## src/rtl/shift_add_mul_hs.sv

```systemverilog
// Iterative shift-and-add multiplier with valid/ready handshakes and runtime signed mode.
// Define MUL_EARLY_EXIT_EN for data-dependent early termination; the default build is constant-time.
module shift_add_mul_hs #(
  parameter int WIDTH = 8,
  parameter int CNT_W = $clog2(WIDTH) + 1
) (
  input  logic                 clk,
  input  logic                 rst,
  input  logic                 in_valid,
  output logic                 in_ready,
  input  logic [WIDTH-1:0]     a,
  input  logic [WIDTH-1:0]     b,
  input  logic                 is_signed,
  output logic                 out_valid,
  input  logic                 out_ready,
  output logic [2*WIDTH-1:0]   o,
  output logic                 busy,
  output logic [CNT_W-1:0]     iters
);

  typedef enum logic [1:0] {IDLE, RUN, DONE} state_t;

  state_t               state, state_nxt;
  logic [WIDTH-1:0]     a_mag, b_reg, a_abs, b_abs;
  logic                 neg;
  logic [2*WIDTH-1:0]   acc, acc_nxt, addend, product, o_reg;
  logic [CNT_W-1:0]     cnt, iters_reg;
  logic                 last_iter;

  assign in_ready  = (state == IDLE);
  assign out_valid = (state == DONE);
  assign busy      = (state != IDLE);
  assign o         = o_reg;
  assign iters     = iters_reg;

  // The most negative operand maps to 2^(W-1), which is still representable as a W-bit magnitude.
  always_comb begin
    a_abs   = (is_signed && a[WIDTH-1]) ? -a : a;
    b_abs   = (is_signed && b[WIDTH-1]) ? -b : b;
    addend  = b_reg[0] ? ({{WIDTH{1'b0}}, a_mag} << cnt) : '0;
    acc_nxt = acc + addend;
    product = neg ? -acc_nxt : acc_nxt;
  end

`ifdef MUL_EARLY_EXIT_EN
  assign last_iter = (b_reg[WIDTH-1:1] == '0) || (a_mag == '0) ||
                     (cnt == CNT_W'(WIDTH - 1));
`else
  assign last_iter = (cnt == CNT_W'(WIDTH - 1));
`endif

  always_ff @(posedge clk) begin
    if (rst) state <= IDLE;
    else     state <= state_nxt;
  end

  // NOTE: every signal written here gets a default first so no latch is inferred on unlisted paths.
  always_comb begin
    state_nxt = state;
    case (state)
      IDLE:    if (in_valid)  state_nxt = RUN;
      RUN:     if (last_iter) state_nxt = DONE;
      DONE:    if (out_ready) state_nxt = IDLE;
      default: state_nxt = IDLE;
    endcase
  end

  // NOTE: sequential state uses non-blocking assignments so every register samples pre-edge values.
  always_ff @(posedge clk) begin
    if (rst) begin
      a_mag     <= '0;
      b_reg     <= '0;
      neg       <= 1'b0;
      acc       <= '0;
      cnt       <= '0;
      o_reg     <= '0;
      iters_reg <= '0;
    end else begin
      case (state)
        IDLE: if (in_valid) begin
          a_mag <= a_abs;
          b_reg <= b_abs;
          neg   <= is_signed & (a[WIDTH-1] ^ b[WIDTH-1]);
          acc   <= '0;
          cnt   <= '0;
        end
        RUN: begin
          acc   <= acc_nxt;
          b_reg <= b_reg >> 1;
          cnt   <= cnt + CNT_W'(1);
          if (last_iter) begin
            o_reg     <= product;
            iters_reg <= cnt + CNT_W'(1);
          end
        end
        default: ;
      endcase
    end
  end

endmodule

```

## config.mk

```make
export PLATFORM = sky130hd
export DESIGN_NAME = shift_add_mul_hs
export DESIGN_NICKNAME = d
export VERILOG_FILES = /design/src/rtl/shift_add_mul_hs.sv
export SDC_FILE = /design/constraint.sdc
export NUM_CORES = 1
export LEC_CHECK = 0
export ABC_CLOCK_PERIOD_IN_PS = 8400
export BUFFER_PORTS_ARGS = -buffer_cell sky130_fd_sc_hd__buf_2
export CAP_MARGIN = 20
export CORE_MARGIN = 5
export CORE_UTILIZATION = 60
export CTS_BUF_LIST = sky130_fd_sc_hd__clkbuf_4
export DETAILED_ROUTE_END_ITERATION = 12
export PLACE_DENSITY = 0.88
export SYNTH_ARGS = -nofsm -noshare
export SYNTH_HDL_FRONTEND = slang
export SYNTH_SLANG_ARGS = --single-unit
```

## constraint.sdc

```tcl
create_clock -name clk -period 8.4 [get_ports clk]
set_clock_uncertainty 0.05 [all_clocks]
set_input_delay 0 -clock clk [delete_from_list [all_inputs] [get_ports clk]]
set_output_delay 0 -clock clk [all_outputs]
set_load 0.03 [all_outputs]
```

==> PnR_summary.wiki <==
{| class="wikitable"
! Metric !! Value
|-
| Result of the run || finished clean
|-
| Antenna violations before repair || 0
|-
| Post-Route Utilization || roughly 69%
|-
| Setup violations, final || 0
|-
| Insertion delay to the later sink of the worst-skew pair || 430 ps
|-
| Post-detailed-route count of antenna-violating nets || 0
|-
| Number of levels in the clock H-tree || 3
|-
| Final cell area excluding filler cells || around 4700 um^2
|-
| Cts bufs inserted || 9
|-
| Register bit total from synthesis || 59
|-
| Flop-to-flop setup slack || just under 4000 ps
|-
| DRC Markers || 0
|-
| Largest incremental delay on the critical path || a little under 800 ps
|-
| Max Clk Rate || approximately 220 MHz
|-
| Avg Cell Area, Syn || ~7.7 um^2
|-
| Post-synth top area share || ~29%
|-
| Main flop type after synthesis || dfxtp_1
|-
| Vias/cell || 6.266
|-
| Total detailed-routing wirelength || approximately 11000 um
|-
| Final GP Congestion || between 0.9 and 1
|-
| Post-Synthesis Cells || 536
|-
| Maximum count of clock buffers along a single path || 2
|-
| Slew of the pin with the lowest slew margin || between 1000 and 1500 ps
|-
| Cell type with the highest aggregate area in the netlist || dfxtp_1
|-
| Clock transition time at the flip-flop clock pins of the worst setup and hold paths || 110 ps
|-
| Cell area after technology mapping || 4115 um^2
|-
| Count of different cell masters after synthesis || 65
|-
| Clock Tree Root || clkbuf_4
|-
| Share of cells above drive strength 1 || 14.97%
|-
| Final max-slew violation count || 0
|-
| Number of buffer cells added on primary ports || 43
|-
| Maximum number of pins on one net before global-route repair || 65
|-
| Relative slew slack || roughly 30%
|-
| Post-route clock period utilization || 54.20%
|-
| DR vias || ~4200
|-
| Power per standard cell area || 123.2 nW/um^2
|-
| Data arrival time of the critical path || between 4000 and 5000 ps
|-
| Worst-case hold path end point || b_reg[3]
|-
| FF-to-FF path depth || 13
|-
| Slowest cell on the critical path || dfxtp_1
|-
| Worst reg2reg endpoint || o[15]
|-
| Number of clock sinks || slightly below 60
|-
| Unrepaired setup endpoints after global routing || no
|-
| CP endpoint kind || flop
|-
| Peak fanout along the critical path || 18
|-
| Max-capacitance violation count || 0
|-
| Final Hold Fails || 0
|-
| Placed Cells incl. Taps || 627
|-
| Setup crit start || cnt[1]
|-
| Type of the tightest min-delay check || input pin to flop
|-
| Floorplan die area || 8615 um^2
|-
| Min Tclk post-route || approximately 4600 ps
|-
| Number of DRC violations after detailed-routing iteration 0 || 262
|-
| Vertical die dimension || 92.82 um
|-
| Congestion Overflow GR || 0
|-
| Sequential element share of the synthesized area || around 29%
|-
| Cells on Worst Hold Path || 5
|-
| Standard-cell rows || 30
|-
| Worst EP required || around 8700 ps
|-
| Overall power of the completed layout || 0.5743 mW
|-
| Worst IR Drop VDD || 0.1104 mV
|-
| Core area || 6719 um^2
|-
| Static leakage power || ~1.9 nW
|-
| Number of enable-type register cells in the synthesized netlist || 0
|-
| Origin of the worst min-delay path || b[3]
|-
| Total negative slack || 0 ps
|-
| Cell area after placement || around 4300 um^2
|-
| Cells along the critical path || mux2_2, o21ai_0, o21ai_0, nor2b_1, ha_1, a21o_1, a221oi_2, o21ai_1, xor2_1, o21bai_2, or4_4, o311a_1, a211o_1
|-
| Type of the setup path with the least slack || flop to flop
|-
| Post-DP HPWL || between 7000 and 8000 um
|-
| Number of global-route vias before repair || between 3000 and 4000
|-
| 1st-pass router iterations || 5
|-
| Post-Syn Nets || 577
|-
| Post-CTS setup-driven buffer insertion count || 0
|-
| CP Launch Type || flop
|-
| Top-Level Pins || between 40 and 50
|-
| Origin of the critical flop-to-flop path || cnt[1]
|-
| Count of warnings emitted by yosys || 0
|-
| Clock tree from TritonCTS || built
|-
| Overall routing resource usage || 26.23%
|-
| Net count reported at finish || between 600 and 700
|-
| Area growth, synth to finish || 13.26%
|-
| ANT cells || 0
|-
| Cell occurring most often along the worst timing path || o21ai_0
|-
| Non-Filler Instances || ~670
|-
| Wire length of the first global-routing pass || between 15000 and 20000 um
|-
| Effective utilization at floorplan || 61.25%
|-
| Most area-consuming cells after synthesis || dfxtp_1, ha_1, a21oi_1
|-
| Routed wirelength normalized by instance count || roughly 16 um
|-
| Post-synth ARST share || 0%
|-
| Horiz. Die Dim || roughly 93 um
|}
metrics by stage:
step / setup slack, ps / hold WS, ps
floorplan: 4121 / 85.98
global placement: 4039 / 220.5
detailed placement: 3898 / 219.7
CTS: 3877 / 23.37
global route: 3576 / 72.83
finish: 3847 / 35.42
worst max-delay path: cells and delay by family, from the launching register on:
kind                     cells  cell delay [ps]
multiplexers                 1              420
AND/OR/NAND/NOR              2              690
AO/OA/AOI/OAI                8             1970
adder cells (fa/ha/maj)      1              360
XOR/XNOR                     1              190
flip-flops                   1              770
cells in the mapped netlist, types with 3 or more instances:
cell,n
inv_1,17
nand3_1,25
and3_1,3
o21a_1,3
a211o_1,3
a211oi_1,12
a311oi_1,4
xor2_1,14
nor3_1,12
nor2_1,60
o211ai_1,5
or2_2,3
ha_1,19
or3_1,6
a22oi_1,11
a221oi_1,3
nand2_1,62
and2_1,6
a21o_1,5
dfxtp_1,59
nand2b_1,6
xnor2_1,10
o22ai_1,4
mux2_2,4
a31oi_1,8
clkbuf_8,3
a21oi_1,47
o21ai_0,22
nor3b_1,4
nand4_1,4
mux2i_1,8
clkbuf_1,30
nor2b_1,13
cell type report:
cell class / instances / area (um^2)
Multi-Input combinational cell: 427 / 2716
Fill cell: 513 / 2058
Sequential cell: 59 / 1181
Timing Repair Buffer: 69 / 483.0
Tap cell: 80 / 100.1
Clock buffer: 10 / 75.07
Inverter: 17 / 63.81
Clock inverter: 6 / 41.29
metal layers:
metal	up-vias	GRT usage, %	wire, um
li1	2038	-	-
met1	1948	29.98	4338
met5	-	0	0
met2	166	45.53	5585
met4	0	13.31	399
met3	34	5.930	609
placed cells by master, fill, tap and decap left out, types with 8 or more instances in the layout:
master / netlist / routed
mux2i_1: 8 / 8
nand3_1: 25 / 25
ha_1: 19 / 19
nor2b_1: 13 / 13
a211oi_1: 12 / 12
clkbuf_4: 0 / 10
nand2_1: 62 / 62
dfxtp_1: 59 / 59
nor3_1: 12 / 12
o21ai_0: 22 / 22
nor2_1: 60 / 60
inv_1: 17 / 17
a22oi_1: 11 / 11
buf_2: 0 / 43
dlygate4sd3_1: 0 / 24
a31oi_1: 8 / 8
a21oi_1: 47 / 47
xor2_1: 14 / 14
xnor2_1: 10 / 10
worst max-delay path by stage:
stage                 end  cells past startpoint  slack (ps)
finish              o[15]                     13        3850
global route        o[15]                     13        3580
CTS                 o[15]                     13        3880
detailed placement  o[15]                     13        3900
global placement    o[15]                     13        4040
floorplan           o[15]                     16        4120
timing repair:
| action | in CTS | in global routing |
|---|---|---|
| resized for setup | 0 | 0 |
| hold buffers | 23 | 1 |
| endpoints found under the hold margin | 18 | 10 |
kinds of logic (layout without fill, tap and decap cells):
family                     count (synthesis)  count (layout)  share of synthesized area (%)
DFF                                       59              59                          28.70
xor gates and xnor gates                  24              24                          5.108
muxes                                     14              14                          4.135
and+or+nand+nor                          217             217                          25.33
adders and majority gates                 20              20                          6.263
AOI/OAI and AO/OA                        152             152                          25.18
buffers and inverters                     50             102                          5.290
report_power, final:
group          total (mW)  switching, mW  internal [mW]
Clock               0.181          0.117         0.0637
Sequential          0.297        0.00992          0.287
Combinational      0.0968         0.0563         0.0406
Total               0.574          0.183          0.391
Note: power is estimated with default switching activity, not from simulation.
